--- src/rtl/ft600_tx_packer_if.sv ---
// rtl/ft600_tx_packer_if.sv - byte-stream and transmit-buffer handshake bundle for ft600_tx_packer
interface ft600_tx_packer_if #(
  parameter int TX_BUF_WIDTH = 4
);
  logic [7:0]                      in_data;
  logic                            in_valid;
  logic                            in_last;
  logic                            in_ready;
  logic [(8<<TX_BUF_WIDTH)-1:0]    tx_buf;
  logic [3:0]                      tx_buf_send;
  logic [3:0]                      tx_buf_sent;
  logic                            stalled;

  modport master (
    output in_data, in_valid, in_last, tx_buf_sent,
    input  in_ready, tx_buf, tx_buf_send, stalled
  );

  modport slave (
    input  in_data, in_valid, in_last, tx_buf_sent,
    output in_ready, tx_buf, tx_buf_send, stalled
  );
endinterface

--- src/rtl/ft600_tx_packer.sv ---
// rtl/ft600_tx_packer.sv - packs a byte stream into the flat tx buffer and hands it over by token
module ft600_tx_packer #(
  parameter int         TX_BUF_WIDTH  = 4,
  parameter int         FLUSH_TIMEOUT = 1024,
  parameter logic [7:0] PAD_BYTE      = 8'h00
) (
  input logic            clk,
  input logic            rst,
  ft600_tx_packer_if.slave bus
);
  localparam int LANES = 1 << TX_BUF_WIDTH;
  localparam int BUF_W = 8 * LANES;
  localparam int CNT_W = (FLUSH_TIMEOUT > 1) ? $clog2(FLUSH_TIMEOUT) : 1;
  localparam logic [CNT_W-1:0]        CNT_LAST = (FLUSH_TIMEOUT > 0) ? CNT_W'(FLUSH_TIMEOUT - 1) : '0;
  localparam logic [TX_BUF_WIDTH-1:0] IDX_LAST = '1;

  typedef enum logic {FILL, WAIT_SENT} state_t;

  state_t                  state_q, state_d;
  logic [TX_BUF_WIDTH-1:0] idx_q, idx_d;
  logic [CNT_W-1:0]        cnt_q, cnt_d;
  logic [BUF_W-1:0]        buf_q, buf_d;
  logic [3:0]              send_q, send_d;
  logic                    ready_q, ready_d;
  logic                    last_byte;
  logic                    token_match;

  assign token_match = (bus.tx_buf_sent == send_q);

  always_ff @(posedge clk or negedge rst) begin
    if (!rst) begin
      state_q <= FILL;
      idx_q   <= '0;
      cnt_q   <= '0;
      buf_q   <= '0;
      send_q  <= 4'd0;
      ready_q <= 1'b0;
    end else begin
      state_q <= state_d;
      idx_q   <= idx_d;
      cnt_q   <= cnt_d;
      buf_q   <= buf_d;
      send_q  <= send_d;
      ready_q <= ready_d;
    end
  end

  always_comb begin
    state_d   = state_q;
    idx_d     = idx_q;
    cnt_d     = cnt_q;
    buf_d     = buf_q;
    send_d    = send_q;
    ready_d   = ready_q;
    last_byte = 1'b0;

    case (state_q)
      FILL: begin
        if (!ready_q) begin
          // FILL with in_ready low only happens on the first cycle out of reset
          if (token_match) begin
            ready_d = 1'b1;
          end else begin
            state_d = WAIT_SENT;
          end
        end else if (bus.in_valid) begin
          last_byte = (idx_q == IDX_LAST) || bus.in_last;
          cnt_d     = '0;
          for (int k = 0; k < LANES; k++) begin
            if (k == int'(idx_q)) begin
              buf_d[8*k +: 8] = bus.in_data;
            end else if (last_byte && (k > int'(idx_q))) begin
              buf_d[8*k +: 8] = PAD_BYTE;
            end
          end
          if (last_byte) begin
            send_d  = send_q + 4'd1;
            idx_d   = '0;
            state_d = WAIT_SENT;
            ready_d = 1'b0;
          end else begin
            idx_d = idx_q + 1'b1;
          end
        end else if ((FLUSH_TIMEOUT != 0) && (idx_q != '0)) begin
          if (cnt_q == CNT_LAST) begin
            for (int k = 0; k < LANES; k++) begin
              if (k >= int'(idx_q)) begin
                buf_d[8*k +: 8] = PAD_BYTE;
              end
            end
            send_d  = send_q + 4'd1;
            idx_d   = '0;
            cnt_d   = '0;
            state_d = WAIT_SENT;
            ready_d = 1'b0;
          end else begin
            cnt_d = cnt_q + 1'b1;
          end
        end
      end
      WAIT_SENT: begin
        // A stale or out-of-range token just keeps us here; nothing is re-sent
        if (token_match) begin
          state_d = FILL;
          ready_d = 1'b1;
        end
      end
      default: state_d = FILL;
    endcase
  end

  assign bus.in_ready    = ready_q;
  assign bus.tx_buf      = buf_q;
  assign bus.tx_buf_send = send_q;
  assign bus.stalled     = rst & bus.in_valid & ~ready_q;
endmodule

--- src/flat_wrapper.sv ---
// flat-port wrapper written by rule: the top's interface ports become plain ports
module ft600_tx_packer_flat 
#(
  parameter int         TX_BUF_WIDTH  = 4,
  parameter int         FLUSH_TIMEOUT = 1024,
  parameter logic [7:0] PAD_BYTE      = 8'h00
)
  (clk, rst, bus_in_data, bus_in_valid, bus_in_last, bus_tx_buf_sent, bus_in_ready, bus_tx_buf, bus_tx_buf_send, bus_stalled);
  ft600_tx_packer_if #(.TX_BUF_WIDTH(TX_BUF_WIDTH)) bus_i ();
  input logic clk;
  input logic rst;
  input wire logic [$bits(bus_i.in_data)-1:0] bus_in_data;
  input wire logic [$bits(bus_i.in_valid)-1:0] bus_in_valid;
  input wire logic [$bits(bus_i.in_last)-1:0] bus_in_last;
  input wire logic [$bits(bus_i.tx_buf_sent)-1:0] bus_tx_buf_sent;
  output wire logic [$bits(bus_i.in_ready)-1:0] bus_in_ready;
  output wire logic [$bits(bus_i.tx_buf)-1:0] bus_tx_buf;
  output wire logic [$bits(bus_i.tx_buf_send)-1:0] bus_tx_buf_send;
  output wire logic [$bits(bus_i.stalled)-1:0] bus_stalled;
  assign bus_i.in_data = bus_in_data;
  assign bus_i.in_valid = bus_in_valid;
  assign bus_i.in_last = bus_in_last;
  assign bus_i.tx_buf_sent = bus_tx_buf_sent;
  assign bus_in_ready = bus_i.in_ready;
  assign bus_tx_buf = bus_i.tx_buf;
  assign bus_tx_buf_send = bus_i.tx_buf_send;
  assign bus_stalled = bus_i.stalled;
  ft600_tx_packer #(.TX_BUF_WIDTH(TX_BUF_WIDTH), .FLUSH_TIMEOUT(FLUSH_TIMEOUT), .PAD_BYTE(PAD_BYTE)) u_core (.clk(clk), .rst(rst), .bus(bus_i));
endmodule
--- config.mk ---
export PLATFORM = sky130hd
export DESIGN_NAME = ft600_tx_packer_flat
export DESIGN_NICKNAME = d
export VERILOG_FILES = /design/src/rtl/ft600_tx_packer_if.sv /design/src/rtl/ft600_tx_packer.sv /design/src/flat_wrapper.sv
export SDC_FILE = /design/constraint.sdc
export NUM_CORES = 1
export LEC_CHECK = 0
export ABC_AREA = 1
export BUFFER_PORTS_ARGS = -buffer_cell sky130_fd_sc_hd__buf_2
export CORE_AREA = 2 2 129 106
export CTS_CLUSTER_SIZE = 30
export DETAILED_ROUTE_END_ITERATION = 16
export DIE_AREA = 0 0 131 108
export PLACE_DENSITY = 0.77
export SLEW_MARGIN = 25
export SYNTH_ARGS = -nofsm -noshare
export SYNTH_HDL_FRONTEND = slang
export SYNTH_SLANG_ARGS = --single-unit
--- constraint.sdc ---
create_clock -name clk -period 1.9 [get_ports clk]
set_clock_uncertainty 0.1 [all_clocks]
set_input_delay 0.095 -clock clk [delete_from_list [all_inputs] [get_ports clk]]
set_output_delay 0.095 -clock clk [all_outputs]
set_load 0.02 [all_outputs]
==> flow_summary.ini, run 1 <==
[worst_setup_path]
critPathSlowestCell = dfrtp_1
path_max_fanout = 8
cp-start-kind = register
arrival_ns = 2.07
critPathKind = reg2reg
timing.rr.end = u_core.bus.tx_buf[115]
cp_common_cell = nand2_4
setup.worst_path.end = u_core.bus.tx_buf[115]
crit_start = u_core.cnt_q[1]
worstPathCellList = ha_2 -> nand3_4 -> nor2_4 -> nand2_4 -> a21oi_4 -> buf_6 -> buf_12 -> nand2_4 -> nand2_2 -> nand2_1
crit_required_ns = 2.11
max_stage_delay_ns = 0.37
rr_worst_depth = 10
crit_path_end_kind = register
rr_startpoint = u_core.cnt_q[1]
rrSetupSlack_ns = 0.04

[finish]
fin_util_pct = 69.1
nNetsFinal = 1024
area.sequential_sq_um = 3710
antenna_cells = 0
fill_cells = 1016
area_delta_synth_final_pct = 30.2
drive_gt1_share_pct = 28.4
multi_input_area_sq_um = 2920

[routing]
postRouteAntennaNets = 0
num_vias = 6074
drt-initial-drc-count = 403
drc = 0
wl_per_cell_um = 15.1
via_per_inst = 5.10
routed_wl_um = 18000
drt_first_pass_iters = 4

[clock_network]
clockBufferDepth = 2
cts_tree = yes
cts_made_buffers = 17
clockRootBuffer = clkbuf_16
cts.htree.levels = 4
clkLatencyLatePin_ns = 0.41
cts.sinks = 148
clk_pin_slew_ns = 0.07

[yosys]
synth_ff_type = dfrtp_1
syn_area_sq_um = 6760
ys_top_cells_by_count = 429 x nand2_1, 148 x dfrtp_1, 36 x nor2_1, 32 x nand3_1, 26 x inv_1
synth_edf_count = 0
synth.distinct_cells = 32
yosys.area.top_type = dfrtp_1
synth-seq-area-share_pct = 54.8
synth_seq_cells = 148
async_flop_share_pct = 100
syn_area_per_cell_sq_um = 8.42
yosysTopAreaCellShare_pct = 54.8
yosys-top-cells-area = dfrtp_1 55%, nand2_1 24%, nand3_1 2.4%
synthCells = 803
syn_nets = 825
yosysMostFrequentCell = nand2_1
synthesis.yosys.warnings = 0

[placement]
portBuffers = 149
gp_congestion = 0.879
dp_hpwl_um = 12000

[power_and_ir_drop]
power.total_uw = 10200
power_leakage_uw = 0.00517
power.density_nw_per_um2 = 1150
vdd_drop_max_mv = 0.716

[global_route]
grt_pass1_vias = 5697
grt_usage_pct = 26.6
overflow = 0
grt_pass1_wl_um = 28900
grt_max_degree = 91
antenna_found_initial = 0

[timing]
tightest_slew_ns = 0.727
fin_tns_setup_ns = 0
drv_slew = 0
max_freq_mhz = 537
finalHoldViolCount = 0
period_share_pct = 98.0
finalSetupViolCount = 0
rsz0062_at_grt = yes
min_period_ns = 1.86
slew_headroom_pct = 51.5

[floorplan]
io_pins = 150
die_w_um = 131
coreArea_sq_um = 12700
initial_core_util_pct = 53.1
die_area_sq_um = 14100
die_y_um = 108
fp-row-count = 37

[flow_run]
max-cap-violations = 0

[min_path]
hp-class = in2async

[outcome]
run_status = finished, final reports clean
[kinds of logic (layout without fill, tap and decap cells)]
kind of cell	count (synthesis)	after routing	share of synthesized area (%)
xor gates and xnor gates	9	9	1.17
AOI/OAI and AO/OA	32	32	2.55
and+or+nand+nor	558	558	36.7
buffers and inverters	50	262	3.70
DFF	148	148	54.8
adders and majority gates	6	6	1.11
[flip-flops by register name, indices dropped and copies added, names as in the netlist]
name / cells
u_core.idx_q: 4
u_core.bus.in_ready: 1
u_core.bus.tx_buf_send: 4
u_core.bus.tx_buf: 128
u_core.cnt_q: 10
u_core.state_q: 1
[worst min-delay path by stage]
stage               startpoint                    end  slack [ns]  cells after the start
floorplan                  rst    u_core.bus.in_ready       -0.30                      0
global placement           rst  u_core.bus.tx_buf[13]        0.11                      2
detailed placement         rst  u_core.bus.tx_buf[13]        0.11                      2
CTS                        rst  u_core.bus.tx_buf[45]        0.23                      3
global route               rst  u_core.bus.tx_buf[45]        0.24                      3
finish                     rst  u_core.bus.tx_buf[45]        0.18                      3
[metal layers]
metal	share of wire, %	GRT usage (%)	wire (um)	vias up
met3	7.1	5.49	1270	21
met1	46	39.1	8210	2910
met5	0	0	0	-
met2	46	40.6	8310	261
li1	-	-	-	2882
met4	1.1	6.76	204	0
[worst max-delay path, delay by kind of cell (launching register included)]
family,cells,cell delay (ns)
buf+inv,2,0.27
flops,1,0.37
fa+ha+maj,1,0.22
compound gates,1,0.20
simple gates,6,0.56
[placed cells by master (no fill, tap or decap), types with 2 or more instances in the layout]
master         count
nand2_1          419
buf_2            148
dfrtp_1          146
nor2_1            35
nand3_1           30
inv_1             25
nand2_2           24
buf_4             21
clkbuf_16         18
o21ai_0           17
nand2_4           14
dlygate4sd3_1     13
clkinv_1           9
o21ai_1            9
xnor2_1            8
nor2_4             7
nor2_2             6
nand3_2            5
nor2_8             5
nand4_1            4
nand2_8            4
a21oi_1            4
inv_6              4
buf_12             4
inv_2              3
ha_2               3
ha_1               3
clkinv_4           3
bufinv_16          3
buf_6              3
inv_4              2
clkbuf_8           2
clkinvlp_4         2
dfrtp_2            2
[layout make-up]
class / count / share of cell area (%)
clock buffer: 19 / 5.15
clock inverter: 13 / 1.95
inverter: 39 / 1.72
multi-input combinational: 605 / 33.2
sequential: 148 / 42.1
tap: 175 / 2.49
timing repair buffer: 191 / 13.4
[timing repair]
item | in CTS | in global routing
pin swaps | 0 | 3
hold buffers | 13 | 0
gates cloned | 0 | 1
setup endpoints to repair | 24 | 133
hold endpoints to repair | 192 | 0
resized for setup | 1 | 36
buffers inserted | 0 | 7
[metrics by stage]
step / setup slack [ns] / instance area [sq um] / instances / hold WS [ns]
4_1_cts: -0.0741 / 8580 / 1182 / 0.228
2_1_floorplan: 0.162 / 6760 / 803 / -0.301
3_3_place_gp: 0.0373 / 7830 / 1137 / 0.106
3_5_place_dp: -0.0442 / 7830 / 1137 / 0.110
6_report: 0.0385 / 8800 / 1190 / 0.182
5_1_grt: -0.0591 / 8800 / 1190 / 0.239
[report_power, final]
| part | internal, uW | leakage (uW) | switching [uW] |
|---|---|---|---|
| Clock | 2160 | 0.000301 | 1390 |
| Sequential | 3590 | 0.00204 | 399 |
| Combinational | 889 | 0.00283 | 1730 |
No activity file was read; power rests on OpenSTA's default activity.
==> run 2: changes to the inputs <==
--- a/config.mk
+++ b/config.mk
@@ -5,13 +5,12 @@
 export SDC_FILE = /design/constraint.sdc
 export NUM_CORES = 1
 export LEC_CHECK = 0
-export ABC_AREA = 1
 export BUFFER_PORTS_ARGS = -buffer_cell sky130_fd_sc_hd__buf_2
-export CORE_AREA = 2 2 129 106
+export CORE_AREA = 2 2 125 103
 export CTS_CLUSTER_SIZE = 30
 export DETAILED_ROUTE_END_ITERATION = 16
-export DIE_AREA = 0 0 131 108
-export PLACE_DENSITY = 0.77
+export DIE_AREA = 0 0 127 105
+export PLACE_DENSITY = 0.78
 export SLEW_MARGIN = 25
 export SYNTH_ARGS = -nofsm -noshare
 export SYNTH_HDL_FRONTEND = slang
==> flow_summary.ini, run 2 <==
[placement]
dp_hpwl_um = 13200
portBuffers = 149
gp_congestion = 0.930
dpl_cell_area_sq_um = 8060

[power_and_ir_drop]
combPwrFrac_pct = 34.6
swShare_pct = 35.8
p_int_uw = 8240
netSwitchingPower_uw = 4600
vdd_drop_max_mv = 1.05
seqPwrFrac_pct = 35.9
clkPwrFrac_pct = 29.5
power.density_nw_per_um2 = 1380
power_leakage_uw = 0.00466

[worst_setup_path]
cp-start-kind = register
path_buf_inv = 1
max_stage_delay_ns = 0.51
worstPathCellList = ha_4 -> nand4_4 -> o41a_1 -> buf_4 -> o22a_4 -> a2bb2o_4
rrSetupSlack_ns = -0.15
critPathKind = reg2reg
crit_required_ns = 2.12
path_max_fanout = 8
crit_cells = 6
rr_startpoint = u_core.cnt_q[0]
critPathTopFamily = compound AO/OA/AOI/OAI gates
setup.worst_path.end = u_core.bus.tx_buf[86]
crit_path_end_kind = register
rr_worst_depth = 6
timing.rr.end = u_core.bus.tx_buf[86]
arrival_ns = 2.27
critPathSlowestCell = o41a_1
crit_start = u_core.cnt_q[0]

[timing]
rsz0062_at_grt = yes
worst_slack_ns = -0.149
finalSetupViolCount = 118
finalHoldViolCount = 0
min_period_ns = 2.05
tightest_slew_ns = 0.688
max_freq_mhz = 488
slew_headroom_pct = 54.0
drv_slew = 0
period_share_pct = 108

[clock_network]
clkLatencyLatePin_ns = 0.43
clk_pin_slew_ns = 0.06
cts_made_buffers = 17
clockRootBuffer = clkbuf_16
cts.sinks = 148
cts.htree.levels = 4
clockBufferDepth = 2
cts_tree = yes

[flow_run]
max-cap-violations = 0

[routing]
via_per_inst = 5.98
num_vias = 5685
drt-initial-drc-count = 462
drc = 0
wl_per_cell_um = 21.6
postRouteAntennaNets = 0
drt_first_pass_iters = 5
routed_wl_um = 20500

[global_route]
antenna_found_initial = 0
grt_pass1_vias = 5752
grt_max_degree = 69
grt_pass1_wl_um = 30700
grt_usage_pct = 29.9
overflow = 0

[yosys]
syn_area_sq_um = 6410
yosysTopAreaCellShare_pct = 57.8
async_flop_share_pct = 100
yosys.area.top_type = dfrtp_1
synth_seq_cells = 148
synthCells = 551
syn_nets = 573
synth-seq-area-share_pct = 57.8
synth_ff_type = dfrtp_1
synth_edf_count = 0
ys_top_cells_by_count = 148 x dfrtp_1, 68 x nand2_1, 58 x nor2_1, 37 x o21ai_0, 24 x mux2i_1
yosysMostFrequentCell = dfrtp_1
syn_area_per_cell_sq_um = 11.6
synth.distinct_cells = 54
yosys-top-cells-area = dfrtp_1 58%, nand2_1 4.0%, mux2i_1 3.7%
synthesis.yosys.warnings = 0

[finish]
fin_area_sq_um = 9330
nNetsFinal = 808
area_delta_synth_final_pct = 45.6
final_cell_mix = 149 x buf_2, 147 x dfrtp_1, 71 x buf_4
largest_reg_flops = 128
layout_commonest_cell = buf_2
drive_gt1_share_pct = 48.2
antenna_cells = 0
fin_util_pct = 77.9

[floorplan]
io_pins = 150
die_w_um = 127
die_area_sq_um = 13300
initial_core_util_pct = 53.5
fp-row-count = 36
coreArea_sq_um = 12000
die_y_um = 105

[min_path]
hp-class = in2reg
hp-start = bus_in_valid

[outcome]
violations = setup timing
run_status = finished with violations
run 2: worst min path at each step:
| stage | endpoint | slack, ns | depth (start not counted) |
|---|---|---|---|
| floorplan | u_core.bus.in_ready | -0.30 | 0 |
| global placement | u_core.bus.tx_buf[107] | -0.12 | 1 |
| detailed placement | u_core.bus.tx_buf[110] | -0.12 | 1 |
| CTS | u_core.cnt_q[2] | 0.04 | 4 |
| global route | u_core.cnt_q[2] | 0.11 | 4 |
| finish | u_core.cnt_q[2] | 0.06 | 4 |
run 2: worst reg2reg max path, delay by kind of cell (launching register included):
kind	cells	cell delay (ns)
AO/OA/AOI/OAI	3	1.00
adder cells (fa/ha/maj)	1	0.17
buffers and inverters	1	0.19
flip-flops	1	0.39
AND/OR/NAND/NOR	1	0.10
run 2: area by class of cell:
cell class                 instances  area, sq um
clock buffer                      18          439
clock inverter                    14          223
fill                             706         2650
inverter                           4         15.0
multi-input combinational        370         3140
sequential                       148         3700
tap                              152          190
timing repair buffer             245         1620
run 2: what timing repair did:
action                                 in CTS  in global routing
cloned                                      0                  1
resized for setup                          43                 57
setup endpoints to repair                 130                138
pin swaps                                  12                 36
hold buffers                               11                  0
buffers inserted                            2                  7
endpoints found under the hold margin     178                  0
run 2: through the flow:
step | setup slack, ns | power (uW) | instances | setup TNS (ns) | hold WS (ns)
4_1_cts | -0.126 | 12500 | 944 | -4.88 | 0.0383
2_1_floorplan | -0.111 | 6860 | 551 | -2.88 | -0.301
3_3_place_gp | -0.129 | 8360 | 899 | -4.10 | -0.117
3_5_place_dp | -0.175 | 8510 | 899 | -9.17 | -0.115
5_1_grt | -0.187 | 13300 | 951 | -16.04 | 0.111
6_report | -0.149 | 12800 | 951 | -8.13 | 0.0567
run 2: cell families after synthesis:
| logic type | Yosys count | synth area share [%] |
|---|---|---|
| compound gates | 123 | 16.4 |
| simple gates | 186 | 13.7 |
| mux | 41 | 6.73 |
| flops | 148 | 57.8 |
| fa+ha+maj | 6 | 1.17 |
| buf+inv | 33 | 2.28 |
| xor+xnor | 14 | 1.91 |
run 2: power by group through the flow:
stage | combinational, uW | clock (uW) | sequential, uW
detailed placement | 3950 | 0 | 4560
finish | 4440 | 3790 | 4610
global placement | 3840 | 0 | 4520
CTS | 4130 | 3800 | 4550
global route | 4690 | 3950 | 4690
floorplan | 1430 | 0 | 5420
run 2: per-layer routing:
layer / routed length [um] / global-route usage [%] / up-vias
met5: 0 / 0 / -
met4: 508 / 11.4 / 0
met3: 1590 / 10.4 / 55
met2: 10000 / 46.0 / 264
met1: 8380 / 39.3 / 2890
li1: - / - / 2476
==> run 3: changes to the inputs <==
--- a/config.mk
+++ b/config.mk
@@ -10,6 +10,7 @@
 export CTS_CLUSTER_SIZE = 30
 export DETAILED_ROUTE_END_ITERATION = 16
 export DIE_AREA = 0 0 127 105
+export GPL_TIMING_DRIVEN = 0
 export PLACE_DENSITY = 0.78
 export SLEW_MARGIN = 25
 export SYNTH_ARGS = -nofsm -noshare
==> flow_summary.ini, run 3 (synthesis results as in run 2) <==
[placement]
post-place-ws_ns = -0.492
gp_congestion = 0.914
dp_hpwl_um = 12000
portBuffers = 140
dpl_cell_area_sq_um = 7570

[worst_setup_path]
path_max_fanout = 8
critPathSlowestCell = a2111oi_4
cp-start-kind = register
critPathKind = reg2reg
path_buf_inv = 3
crit_required_ns = 2.11
crit_path_end_kind = register
worstPathCellList = inv_4 -> ha_4 -> buf_6 -> a2111oi_4 -> nor2b_4 -> and3b_1 -> buf_6 -> nor2_1
cp_common_cell = buf_6
arrival_ns = 2.60
max_stage_delay_ns = 0.61
critPathTopFamily = compound AO/OA/AOI/OAI gates

[finish]
area_delta_synth_final_pct = 53.2
final_cell_mix = 142 x buf_2, 140 x dfrtp_1, 49 x buf_4
fin_area_sq_um = 9820
nNetsFinal = 799
drive_gt1_share_pct = 56.1
antenna_cells = 0
largest_reg_flops = 128
layout_commonest_cell = buf_2

[power_and_ir_drop]
power.density_nw_per_um2 = 1410
vdd_drop_max_mv = 0.876
power_leakage_uw = 0.00469

[min_path]
hp-class = in2reg

[timing]
tightest_slew_ns = 0.786
finalHoldViolCount = 0
max_freq_mhz = 418
slew_headroom_pct = 47.5
rsz0062_at_grt = yes
min_period_ns = 2.39
drv_slew = 0
finalSetupViolCount = 139
period_share_pct = 126
worst_slack_ns = -0.490

[global_route]
grt_max_degree = 77
overflow = 0
antenna_found_initial = 0
grt_pass1_wl_um = 32700
grt_usage_pct = 32.0
grt_pass1_vias = 5916

[routing]
wl_per_cell_um = 26.9
drc = 0
num_vias = 6219
routed_wl_um = 25300
via_per_inst = 6.60
postRouteAntennaNets = 0
drt_first_pass_iters = 6
drt-initial-drc-count = 659

[floorplan]
coreArea_sq_um = 12000
die_w_um = 127
die_area_sq_um = 13300
io_pins = 150
die_y_um = 105
initial_core_util_pct = 53.5
fp-row-count = 36

[clock_network]
cts.sinks = 148
cts_tree = yes
clkLatencyLatePin_ns = 0.43
cts_made_buffers = 17
clockBufferDepth = 2
cts.htree.levels = 4
clk_pin_slew_ns = 0.06
clockRootBuffer = clkbuf_16

[flow_run]
max-cap-violations = 0

[outcome]
run_status = finished with violations
violations = setup timing
[run 3: cell count changes in the layout (fill, tap and decap cells not counted), moves of 11 or more]
cell / change
nor2_1: -23
buf_4: -22
buf_6: +14
clkbuf_1: +13
nand2_1: -12
nor2_4: +12
nor2_2: +11
[run 3: worst paths after layout]
path / depth (start not counted) / startpoint / slack, ns / endpoint
max: 8 / u_core.idx_q[0] / -0.49 / u_core.bus.tx_buf[12]
min: 3 / bus_in_data[5] / 0.05 / u_core.bus.tx_buf[45]
max reg2reg: 8 / u_core.idx_q[0] / -0.49 / u_core.bus.tx_buf[12]
min reg2reg: 2 / u_core.bus.tx_buf[126] / 0.38 / u_core.bus.tx_buf[126]
max in group asynchronous: 3 / rst / 0.92 / u_core.bus.tx_buf[99]
min in group asynchronous: 2 / rst / 0.08 / u_core.bus.tx_buf[12]
[run 3: layer usage]
metal	GRT usage (%)	vias up	share of wire (%)
met4	14.8	0	6.3
met1	41.2	3090	37
met2	50.7	518	47
met3	8.60	173	9.5
li1	-	2438	-
met5	0	-	0
[run 3: area by class of cell]
cell class              instances  area (sq um)
plain buffers                  25           160
clock buffers                  24           492
clock inverters                 8           194
fillers                       592          2160
inverters                       4          20.0
multi-input cells             370          3660
flip-flops and latches        148          3710
well taps                     152           190
repair buffers                211          1390
[run 3: per-stage QoR]
step / TNS (ns) / total power, uW / hold WS, ns / utilization, % / instances
after floorplan: -2.88 / 6860 / -0.301 / - / 551
after global placement: -237.73 / 8060 / 0.354 / 62.8 / 843
after detailed placement: -43.44 / 8170 / -0.00332 / 63.1 / 844
after CTS: -10.18 / 12700 / 0.0287 / 75.5 / 919
after global routing: -35.75 / 14200 / 0.0926 / 82.0 / 942
final: -34.56 / 13900 / 0.0497 / 82.0 / 942
[run 3: worst reg2reg max path, delay by kind of cell (launching register included)]
| family | cells | cell delay [ns] |
|---|---|---|
| compound gates | 1 | 0.61 |
| simple gates | 3 | 0.61 |
| fa+ha+maj | 1 | 0.19 |
| flops | 1 | 0.41 |
| buf+inv | 3 | 0.37 |
[run 3: timing repair]
| item | in CTS | in global routing |
|---|---|---|
| cloned | 3 | 0 |
| pin swaps | 43 | 48 |
| endpoints found under the setup margin | 145 | 146 |
| endpoints found under the hold margin | 73 | 0 |
| setup buffers | 41 | 29 |
| hold buffers | 2 | 0 |
| resized for setup | 113 | 143 |
[run 3: power breakdown]
part / switching (uW) / internal (uW)
combinational: 3000 / 2200
sequential: 733 / 3960
clock: 1380 / 2610
